### config.mk
export PLATFORM = sky130hd
export DESIGN_NAME = seq_multiplier
export DESIGN_NICKNAME = d
export VERILOG_FILES = /design/src/rtl/mul_pkg.sv /design/src/rtl/twos_negate.sv /design/src/rtl/seq_multiplier.sv
export SDC_FILE = /design/constraint.sdc
export NUM_CORES = 1
export LEC_CHECK = 0
export ABC_AREA = 1
export CELL_PAD_IN_SITES_DETAIL_PLACEMENT = 1
export CELL_PAD_IN_SITES_GLOBAL_PLACEMENT = 1
export CORE_UTILIZATION = 42
export CTS_BUF_LIST = sky130_fd_sc_hd__clkbuf_16
export DETAILED_ROUTE_END_ITERATION = 10
export DONT_BUFFER_PORTS = 1
export PLACE_DENSITY_LB_ADDON = 0.1
export RECOVER_POWER = 100
export SETUP_SLACK_MARGIN = 0.5
export SLEW_MARGIN = 20
export SYNTH_ARGS = -nofsm -noshare
export SYNTH_HDL_FRONTEND = slang
export SYNTH_SLANG_ARGS = --single-unit
### constraint.sdc
create_clock -name clk -period 4.9 [get_ports clk]
set_input_delay 0.49 -clock clk [delete_from_list [all_inputs] [get_ports clk]]
set_output_delay 0.49 -clock clk [all_outputs]
set_load 0.1 [all_outputs]
### src/rtl/mul_pkg.sv
// mul_pkg: shared mode codes, FSM state encoding and default width for the sequential multiplier.
package mul_pkg;
  localparam int WIDTH_DEF = 32;
  localparam logic [1:0] MODE_MUL    = 2'b00;
  localparam logic [1:0] MODE_MULH   = 2'b01;
  localparam logic [1:0] MODE_MULHSU = 2'b10;
  localparam logic [1:0] MODE_MULHU  = 2'b11;
  typedef enum logic [1:0] {ST_IDLE, ST_RUN, ST_FIX, ST_DONE} state_t;
endpackage

### src/rtl/twos_negate.sv
// twos_negate: passes x through, or its two's-complement negation when neg_i is set.
module twos_negate #(
  parameter int W = 32
) (
  input  logic [W-1:0] x_i,
  input  logic         neg_i,
  output logic [W-1:0] y_o
);
  assign y_o = neg_i ? (~x_i + 1'b1) : x_i;
endmodule

### src/rtl/seq_multiplier.sv
// seq_multiplier: radix-2 shift-add multiplier for RV32M MUL/MULH/MULHSU/MULHU, one bit per cycle.
module seq_multiplier
  import mul_pkg::*;
#(
  parameter int WIDTH = WIDTH_DEF
) (
  input  logic             clk,
  input  logic             rst,
  input  logic             start,
  input  logic [1:0]       mode,
  input  logic [WIDTH-1:0] a,
  input  logic [WIDTH-1:0] b,
  input  logic             flush,
  output logic [WIDTH-1:0] result,
  output logic             done,
  output logic             busy
);
  localparam int CW = $clog2(WIDTH);
  state_t             state_q, state_d;
  logic [1:0]         mode_q, mode_d;
  logic               neg_q, neg_d;
  logic [WIDTH-1:0]   mcand_q, mcand_d, mplier_q, mplier_d, result_q, result_d;
  logic [2*WIDTH-1:0] acc_q, acc_d, prod;
  logic [CW-1:0]      cnt_q, cnt_d;
  logic               a_sgn, b_sgn;
  logic [WIDTH-1:0]   a_mag, b_mag;
  logic [WIDTH:0]     sum;
  assign a_sgn = a[WIDTH-1] & (mode == MODE_MULH || mode == MODE_MULHSU);
  assign b_sgn = b[WIDTH-1] & (mode == MODE_MULH);
  twos_negate #(.W(WIDTH))   u_neg_a (.x_i(a),     .neg_i(a_sgn), .y_o(a_mag));
  twos_negate #(.W(WIDTH))   u_neg_b (.x_i(b),     .neg_i(b_sgn), .y_o(b_mag));
  twos_negate #(.W(2*WIDTH)) u_neg_p (.x_i(acc_q), .neg_i(neg_q), .y_o(prod));
  // carry out of the upper-half add lands in the MSB after the shift
  assign sum = {1'b0, acc_q[2*WIDTH-1:WIDTH]} + {1'b0, mplier_q[0] ? mcand_q : '0};
  always_comb begin
    state_d  = state_q;
    mode_d   = mode_q;
    neg_d    = neg_q;
    mcand_d  = mcand_q;
    mplier_d = mplier_q;
    result_d = result_q;
    acc_d    = acc_q;
    cnt_d    = cnt_q;
    case (state_q)
      ST_IDLE: if (start && !flush) begin
        state_d  = ST_RUN;
        mode_d   = mode;
        mcand_d  = a_mag;
        mplier_d = b_mag;
        neg_d    = a_sgn ^ b_sgn;
        acc_d    = '0;
        cnt_d    = '0;
      end
      ST_RUN: if (flush) state_d = ST_IDLE;
      else begin
        acc_d    = {sum, acc_q[WIDTH-1:1]};
        mplier_d = mplier_q >> 1;
        cnt_d    = cnt_q + 1'b1;
        state_d  = (cnt_q == CW'(WIDTH - 1)) ? ST_FIX : ST_RUN;
      end
      ST_FIX: if (flush) state_d = ST_IDLE;
      else begin
        result_d = (mode_q == MODE_MUL) ? prod[WIDTH-1:0] : prod[2*WIDTH-1:WIDTH];
        state_d  = ST_DONE;
      end
      default: state_d = ST_IDLE;
    endcase
  end
  always_ff @(posedge clk or posedge rst) begin
    if (rst) begin
      state_q  <= ST_IDLE;
      mode_q   <= '0;
      neg_q    <= 1'b0;
      mcand_q  <= '0;
      mplier_q <= '0;
      result_q <= '0;
      acc_q    <= '0;
      cnt_q    <= '0;
    end else begin
      state_q  <= state_d;
      mode_q   <= mode_d;
      neg_q    <= neg_d;
      mcand_q  <= mcand_d;
      mplier_q <= mplier_d;
      result_q <= result_d;
      acc_q    <= acc_d;
      cnt_q    <= cnt_d;
    end
  end
  assign result = result_q;
  assign done   = (state_q == ST_DONE);
  assign busy   = (state_q == ST_RUN) || (state_q == ST_FIX);
endmodule

Word-level counts from Yosys, hierarchy flattened
Index checks and enable logic that the tools add are counted.
- word-level logic and storage cells: 57
- register bits: 170
- input bits: 70
- add/subtract/negate cells: 5
- reduce and logical (&&, ||, !) cells: 10
- eq/ne operators: 8
- bitwise operators: 7
- multiplexer cells: 19
- operators by type and width (kind ; number):
    $mux W32 ; 6
    $mux W64 ; 3
    $pmux W64 S2 ; 1
    $add A32 B1 Y32 const B ; 2
    $add A64 B1 Y64 const B ; 1
    $not A32 Y32 ; 2
    $not A64 Y64 ; 1
    $pmux W32 S2 ; 1
    $add A32 B32 Y33 ; 1
    $mux W5 ; 2
    $pmux W5 S2 ; 1
    $mux W2 ; 4
    $eq A2 B2 Y1 const B ; 3
    $pmux W2 S3 ; 1
    $add A5 B1 Y5 const B ; 1
    $eq A5 B5 Y1 const B ; 1
    $eq A2 B1 Y1 const B ; 2
    $logic_not A2 Y1 ; 2
    $ne A2 B2 Y1 const B ; 2
    $reduce_and A2 Y1 ; 2
    $reduce_and A3 Y1 ; 1
    $and A1 B1 Y1 ; 2
    $logic_or A1 B1 Y1 ; 2
    $reduce_bool A2 Y1 ; 1
    4 further kinds ; 4

Longest topological paths before layout
Gate-level depths: netlist of the first run.
- depth in word-level cells: 5
- gate-level depth with buffers: 19
- gate-level depth less buffers: 17

Hierarchy
From an unflattened synthesis of the first run, not the netlist that was laid out.
- cell total of the unflattened synthesis: 2313
- area, all modules: 14317.5 µm²
- modules (own cells, without submodules) (module ; cells each ; times used ; sequential area each (µm²) ; area an instance (µm²)):
    seq_multiplier ; 1361 ; 1 ; 4254.1 ; 9634.2
    twos_negate (u_neg_p) ; 498 ; 1 ; 0.0 ; 2466.1
    twos_negate (u_neg_a ...) ; 227 ; 2 ; 0.0 ; 1108.6

Worst setup path after synthesis of the first run
No wires, ideal clock.
- kind: register to register
- start point: reg mplier_q[0]
- end point: reg acc_q[59]
- buffers on the path: 2
- slack: 2.486 ns
- stages on the path, launching flop included: 20
- clock period less this slack: 2.414 ns
- setup time: 0.118 ns
- arrival: 2.296 ns
- cells stage by stage: dfrtp_1 clkbuf_1 clkbuf_1 nand2_1 inv_1 ha_1 inv_1 fa_1 inv_1 nand2_1 o21ai_1 nand2_1 nand2_1 nand2_1 nand2_1 nand3_1 nand2_1 nand2_1 nand3_1 nand2_1
- cells in the longest elaborated chain, start to end: 4
- ends and longest elaborated chain (element ; RTL line ; RTL):
    from (decl) ; seq_multiplier.sv:22 ; logic [WIDTH-1:0] mcand_q, mcand_d, mplier_q, mplier_d, result_q, result_d;
    from (signal assigned) ; seq_multiplier.sv:84 ; mplier_q <= mplier_d;
    $mux W32 ; seq_multiplier.sv:34 ; assign sum = {1'b0, acc_q[2*WIDTH-1:WIDTH]} + {1'b0, mplier_q[0] ? mcand_q : '0};
    $add A32 B32 Y33 ; seq_multiplier.sv:34 ;
    $mux W64 ; seq_multiplier.sv:54 ; ST_RUN: if (flush) state_d = ST_IDLE;
    $pmux W64 S2 ; seq_multiplier.sv:44 ; case (state_q)
    to (signal assigned) ; seq_multiplier.sv:77 ; acc_q <= '0;
    to (signal assigned) ; seq_multiplier.sv:86 ; acc_q <= acc_d;
    to (decl) ; seq_multiplier.sv:23 ; logic [2*WIDTH-1:0] acc_q, acc_d, prod;
Every way passes these cells. The select of a mux whose other input is x is not followed.
A chain may end at the register's enable or synchronous reset.

Worst setup path after layout of the first run
- start point: reg state_q[1]
- end point: reg mplier_q[1]
- cells in the longest elaborated chain, start to end: 3
- elaborated cells between the ends (all ways): 7
- classes of those cells: eq/ne (3); mux (1); reduce/logical (3)
- ends and longest elaborated chain (element ; RTL line ; RTL):
    from (decl) ; seq_multiplier.sv:19 ; state_t state_q, state_d;
    from (signal assigned) ; seq_multiplier.sv:80 ; state_q <= state_d;
    $eq A2 B1 Y1 / $logic_not A2 Y1 (equally long branches) ; seq_multiplier.sv:44 ;
    $ne A2 B2 Y1 (no source line) / $reduce_bool A2 Y1 (equally long branches) ; n/a ;
    $reduce_and A3 Y1 (no source line) ; n/a ;
Parallel ways exist; a longest one is shown, timed or not.

==> reports/metrics.yaml, run 1 <==
outcome:
  violations: "DRC, capacitance limit, slew limit"
  outcome: "finished with violations"
synth:
  yosysSeqAreaShare_pct: 32.0
  synth.cell_area_um2: 13300
  synth-simple-area-share_pct: 38.7
  ys_top_cells_by_count: "nand2_1 (588), nor2_1 (329), inv_1 (244)"
  synth.top_cell.area_share_pct: 32.0
  synthMuxAreaShare_pct: 0
  yosys_warnings: 0
  synthFlopType: "dfrtp_1"
  synth_top_family_by_area: "simple AND/OR/NAND/NOR gates"
  synthArstFlopShare_pct: 100
  synth_compound_area_share_pct: 14.1
  synthAdderAreaFrac_pct: 4.11
  synth_top_cell_by_area: "dfrtp_1"
  synth.avg_cell_area_um2: 6.26
  synth_area_leaders: "dfrtp_1 (32%), nand2_1 (17%), nor2_1 (9.3%)"
  synth-xor-area-share_pct: 1.58
  synth_cells: 2123
  yosysUniqueCellTypes: 50
  synthesis.nets: 2236
  synth_edf_count: 0
  yosysMostFrequentCell: "nand2_1"
  synth-seq-cells: 170
global_route:
  busiest_layer: "met2"
  grt-ovfl-total: 0
  grt_max_degree: 128
  gr-usage-met3_pct: 3.57
  use_met2_pct: 48.0
  grt_first_pass_wirelength_um: 76100
  met1_usage_pct: 40.7
  antenna_found_initial: 0
  grt_pass1_vias: 14100
  grt_usage_pct: 29.5
timing:
  rsz0062_at_grt: "false"
  hold_viol: 0
  setup_violations: 0
  finalClockSkew_ns: 0.0134
  period_needed_ns: 3.88
  relSlewSlack_pct: -128
  setup_tns_ns: 0
  finalCritPeriodShare_pct: 79.3
  setup_slack_ns: 1.02
  max_freq_mhz: 258
  slew_viol_final: 197
  tightest_slew_ns: 3.42
min_path:
  min_path_cells: 2
  worstHoldStart: "mode[0]"
  hold_end: "mode_q[0]"
  holdCritPathClass: "primary input to flip-flop"
floorplan:
  io_pins: 104
  rows: 64
  dieArea_um2: 32300
  start_util_pct: 43.1
  die_h_um: 180
  die_x_um: 180
  core_um2: 30800
place:
  dp_hpwl_um: 35900
  preCtsSetupSlack_ns: 1.76
  portBuffers: 0
  routabilityCongestion: 0.901
cts:
  clkTransAtPathRegs_ns: 0.07
  cts_hold_buf: 0
  clock_latency_ns: 0.46
  postCtsResizedCells: 0
  cts_tree: "yes"
  cts_buffers: 17
  post_cts_buffers: 0
  root_buffer: "clkbuf_16"
  clockBufferDepth: 2
  clock_sinks: 170
  htree_levels: 4
detailed_routing:
  drtIter0Drc: 940
  wl_um: 46800
  postRouteAntennaNets: 0
  dr.pass1.iters: 8
  vias_per_cell: 5.59
  wl_per_cell_um: 18.8
  dr_total_vias: 14000
  drc_errors: 3
layout:
  drive_above_1_share_pct: 4.48
  n_antenna_cell: 0
  n_fill_cell: 4207
  final_nets: 2200
  area_growth_syn_to_layout_pct: 6.24
power_and_ir_drop:
  power.total_mw: 10.8
  vdd_drop_max_v: 0.000452
  leakage_nw: 7.28
  power_density_nw_per_um2: 765
critical_path:
  crit_type: "flip-flop to flip-flop"
  critPathCaptureType: "flip-flop"
  rrSetupSlack_ns: 1.02
  critPathRequiredTime_ns: 5.26
  r2r_cells: 12
  rr_startpoint: "state_q[1]"
  critPathLaunchType: "flip-flop"
  rr_endpoint: "mplier_q[1]"
  arrival_ns: 4.24
  worstPathMaxFanout: 80
job:
  max_cap_violations: 3
==> worst max path at each step <==
| stage | start | to | slack, ns | cells past startpoint |
|---|---|---|---|---|
| after detailed placement | mplier_q[0] | acc_q[53] | 1.76 | 17 |
| after global routing | state_q[1] | mplier_q[1] | 0.73 | 12 |
| after global placement | state_q[1] | cnt_q[2] | 1.96 | 13 |
| after CTS | mplier_q[0] | acc_q[55] | 1.72 | 17 |
| after floorplan | rst | acc_q[0] | 2.24 | 1 |
| final | state_q[1] | mplier_q[1] | 1.02 | 12 |
==> metrics by stage <==
step / hold slack, ns / cells / instance area, um2 / utilization, %
final: 0.160 / 2496 / 14100 / 45.8
after global placement: 0.467 / 2464 / 13600 / 44.1
after detailed placement: 0.470 / 2464 / 13600 / 44.1
after global routing: 0.179 / 2496 / 14100 / 45.8
after floorplan: 0.444 / 2123 / 13300 / -
after CTS: 0.141 / 2496 / 14200 / 46.0
==> critical path, stage by stage (launching register included) <==
cell      delay, ns
dfrtp_1        0.41
inv_1          0.11
ha_1           0.15
clkbuf_1       0.92
inv_2          0.10
nor2_1         0.23
nand2_2        0.07
buf_4          0.29
inv_4          0.34
nor2_4         0.07
inv_4          0.60
o21ai_0        0.22
o21ai_0        0.23
==> layout by cell type (no fill, tap or decap), types with 4 or more instances in the layout <==
cell and count:
nor2_4 5, nand2_2 14, xnor2_1 5, ha_1 42, nor2_2 10, o31ai_1 5
a21oi_1 132, nand3b_1 11, or2_2 6, xor2_1 19, nand3_1 200, nand4_1 14
o21ai_0 134, buf_4 8, inv_2 5, nor2_1 331, o21ai_1 10, clkinv_2 4
o22ai_1 36, inv_1 245, a31oi_1 7, dfrtp_1 169, clkbuf_16 17, nor3_1 20
nand2_1 590, o211ai_1 9
==> metal layers <==
| layer | wire length [um] | share of wire [%] |
|---|---|---|
| met4 | 1150 | 2.4 |
| met2 | 21500 | 46 |
| met3 | 1990 | 4.2 |
| met1 | 22200 | 47 |
| met5 | 0 | 0 |
==> state kept, by name, summed over array words and instances (netlist names) <==
signal,flops
acc_q,64
result,32
neg_q,1
mplier_q,32
mode_q,2
state_q,2
mcand_q,32
cnt_q,5
==> cell type report <==
cell class	count	area, um2	area share, %
multi-input combinational	1632	7750	54.9
sequential	170	4260	30.1
inverter	254	960	6.80
tap	396	495	3.51
clock buffer	17	425	3.01
clock inverter	15	149	1.05
timing repair buffer	12	76.3	0.541
==> power by group <==
group	total, mW	switching, mW	internal, mW	leakage (nW)
logic	6.95	4.99	1.95	4.78
registers	2.47	0.570	1.90	2.21
clock network	1.38	0.630	0.752	0.288
total	10.8	6.19	4.61	7.28
==> cells by family after synthesis <==
kind of cell / count (synthesis)
and+or+nand+nor: 1217
AOI/OAI and AO/OA: 348
xor gates and xnor gates: 24
DFF: 170
adders and majority gates: 43
buffers and inverters: 321
Note: power is estimated with default switching activity, not from simulation.
==> run 2, diff against run 1 <==
==> constraint.sdc (replaced) <==
create_clock -name clk -period 3.4 [get_ports clk]
set_input_delay 0.34 -clock clk [delete_from_list [all_inputs] [get_ports clk]]
set_output_delay 0.34 -clock clk [all_outputs]
set_load 0.1 [all_outputs]
==> run 2 against run 1 <==
- the run ends with DRC left
- critical path depth shrank 3
- routed wire length shrank 2.1%
- setup slack lost 0.46 ns
- clock power grew 41%
- register-to-register slack lost 0.46 ns
- first-iteration DRC count grew 4.0%
- worst hold slack lost 0.11 ns
- fmax grew 37%
- largest cell class unchanged
==> reports/metrics.yaml, run 2 (same netlist as run 1, synthesis figures left out) <==
timing:
  tightest_slew_ns: 1.44  # was 3.42 ns
  slew_viol_final: 0  # was 197
  hold_viol: 0  # unchanged
  relSlewSlack_pct: 3.97  # was -128%
  setup_violations: 0  # unchanged
  finalCritPeriodShare_pct: 83.6  # was 79.3%
  finalClockSkew_ns: 0.0113  # was 0.0134 ns
  rsz0062_at_grt: "false"  # unchanged
  period_needed_ns: 2.84  # was 3.88 ns
  setup_tns_ns: 0  # unchanged
  max_freq_mhz: 352  # was 258 MHz
place:
  dp_hpwl_um: 35500  # was 35,900 um
  portBuffers: 0  # unchanged
  routabilityCongestion: 0.924  # was 0.901
floorplan:
  rows: 64  # unchanged
  core_um2: 30800  # unchanged
  dieArea_um2: 32300  # unchanged
  die_h_um: 180  # unchanged
  start_util_pct: 43.1  # unchanged
  io_pins: 104  # unchanged
  die_x_um: 180  # unchanged
power_and_ir_drop:
  cellInternalPower_mw: 6.57  # was 4.61 mW
  clockPowerShare_pct: 12.6  # was 12.8%
  pwr-share-comb_pct: 64.8  # was 64.3%
  switching_share_pct: 57.5  # was 57.3%
  switchingPower_mw: 8.88  # was 6.19 mW
  power_density_nw_per_um2: 1090  # was 765 nW/um2
  vdd_drop_max_v: 0.000639  # was 0.000452 V
  seqPwrFrac_pct: 22.6  # was 22.9%
  leakage_nw: 7.31  # was 7.28 nW
critical_path:
  crit_type: "flip-flop to flip-flop"  # unchanged
  cp_slowest_cell: "clkbuf_2"  # was clkbuf_1
  rr_startpoint: "state_q[0]"  # was state_q[1]
  crit_path_max_incr_delay_ns: 0.69  # was 0.92 ns
  r2r_cells: 9  # was 12
  rrSetupSlack_ns: 0.56  # was 1.02 ns
  critPathCaptureType: "flip-flop"  # unchanged
  worstPathMaxFanout: 51  # was 80
  arrival_ns: 3.17  # was 4.24 ns
  critPathRequiredTime_ns: 3.72  # was 5.26 ns
  critPathBufInv: 3  # was 6
  rr_endpoint: "mplier_q[15]"  # was mplier_q[1]
  crit_family: "buffers and inverters"  # unchanged
  critPathLaunchType: "flip-flop"  # unchanged
  crit_chain: "inv_1, ha_1, nand2_1, nand2_1, inv_2, nor2_4, clkbuf_2, a21oi_1, a21oi_1"  # was inv_1, ha_1, clkbuf_1, inv_2, nor2_1, nand2_2, buf_4, inv_4, nor2_4, inv_4, o21ai_0, o21ai_0
detailed_routing:
  postRouteAntennaNets: 0  # unchanged
  wl_per_cell_um: 18.3  # was 18.8 um
  wl_um: 45900  # was 46,800 um
  drc_errors: 3  # unchanged
  vias_per_cell: 5.54  # was 5.59
  drtIter0Drc: 978  # was 940
  dr_total_vias: 13900  # was 14,000
  dr.pass1.iters: 9  # was 8
min_path:
  worstHoldStart: "b[31]"  # was mode[0]
  hold_end: "mplier_q[31]"  # was mode_q[0]
  holdCritPathClass: "primary input to flip-flop"  # unchanged
  min_path_cells: 2  # unchanged
cts:
  htree_levels: 4  # unchanged
  cts_buffers: 17  # unchanged
  clockBufferDepth: 2  # unchanged
  root_buffer: "clkbuf_16"  # unchanged
  cts_tree: "yes"  # unchanged
  post_cts_buffers: 0  # unchanged
  clock_latency_ns: 0.45  # was 0.46 ns
  clkTransAtPathRegs_ns: 0.07  # about the same
  clock_sinks: 170  # unchanged
layout:
  layout.core_utilization_pct: 46.0  # was 45.8%
  drive_above_1_share_pct: 4.60  # was 4.48%
  n_antenna_cell: 0  # unchanged
  largest_reg_flops: 64  # unchanged
  layout_commonest_cell: "nand2_1"  # unchanged
  area_growth_syn_to_layout_pct: 6.72  # was 6.24%
  layout_common_cells: "nand2_1 (592), nor2_1 (332), inv_1 (245)"  # was nand2_1 (590), nor2_1 (331), inv_1 (245)
  largest_register: "acc_q"  # unchanged
  final_nets: 2207  # was 2,200
global_route:
  grt_first_pass_wirelength_um: 74800  # was 76,100 um
  antenna_found_initial: 0  # unchanged
  grt_pass1_vias: 13900  # was 14,100
  grt_max_degree: 81  # was 128
  grt-ovfl-total: 0  # unchanged
  grt_usage_pct: 28.9  # was 29.5%
outcome:
  outcome: "finished with violations"  # unchanged
  violations: "DRC"  # was DRC, capacitance limit, slew limit
job:
  max_cap_violations: 0  # was 3
==> run 2: cell count changes in the layout (fill, tap and decap cells not counted), sizes merged <==
cell	before	now
inv	256	255
clkinvlp	3	4
dlygate4sd3	0	2
clkinv	8	9
bufinv	2	1
buf	8	13
==> run 2: what timing repair did <==
item,CTS,global route
resized for setup,0,1
setup endpoints to repair,0,2
hold endpoints to repair,24,0
hold buffers,2,0
==> run 2: power by group through the flow <==
| stage | Combinational (mW) | Clock, mW | Sequential, mW |
|---|---|---|---|
| 5_1_grt | 11.2 | 2.04 | 3.58 |
| 6_report | 10.0 | 1.95 | 3.49 |
| 4_1_cts | 10.1 | 1.98 | 3.48 |
| 2_1_floorplan | 7.25 | 0 | 3.19 |
| 3_5_place_dp | 10.0 | 0 | 3.51 |
| 3_3_place_gp | 9.74 | 0 | 3.48 |
==> run 2: layer usage <==
metal / part of all wire [%] / track usage, % / routed length (um) / up-vias
met1: 48 / 39.8 / 22100 / 6751
li1: - / - / - / 6797
met5: 0 / 0 / 0 / -
met3: 4.1 / 4.38 / 1870 / 47
met4: 1.7 / 7.69 / 787 / 0
met2: 46 / 47.1 / 21200 / 271
==> run 2: layout make-up <==
class / instances / area, um2
Timing Repair Buffer: 19 / 165
Multi-Input combinational cell: 1632 / 7740
Clock buffer: 17 / 425
Sequential cell: 170 / 4260
Inverter: 254 / 957
Tap cell: 396 / 495
Clock inverter: 15 / 144
Fill cell: 4221 / 16600
==> run 2: worst max-delay path by stage <==
stage	to	start	slack, ns	cells past startpoint
finish	mplier_q[15]	state_q[0]	0.56	9
global route	mplier_q[12]	state_q[1]	0.30	10
CTS	acc_q[55]	mplier_q[0]	0.70	15
detailed placement	acc_q[55]	mplier_q[0]	0.73	15
global placement	acc_q[44]	mplier_q[0]	0.87	11
floorplan	acc_q[0]	rst	0.89	1
==> run 2: stage by stage <==
stage	instances	area, um2	hold slack (ns)	worst slack, ns	total power [mW]
floorplan	2123	13300	0.444	0.891	10.4
global placement	2469	13600	0.319	0.871	13.2
CTS	2503	14200	0.0341	0.704	15.6
detailed placement	2469	13600	0.324	0.734	13.5
finish	2503	14200	0.0473	0.556	15.5
global route	2503	14200	0.0674	0.300	16.8
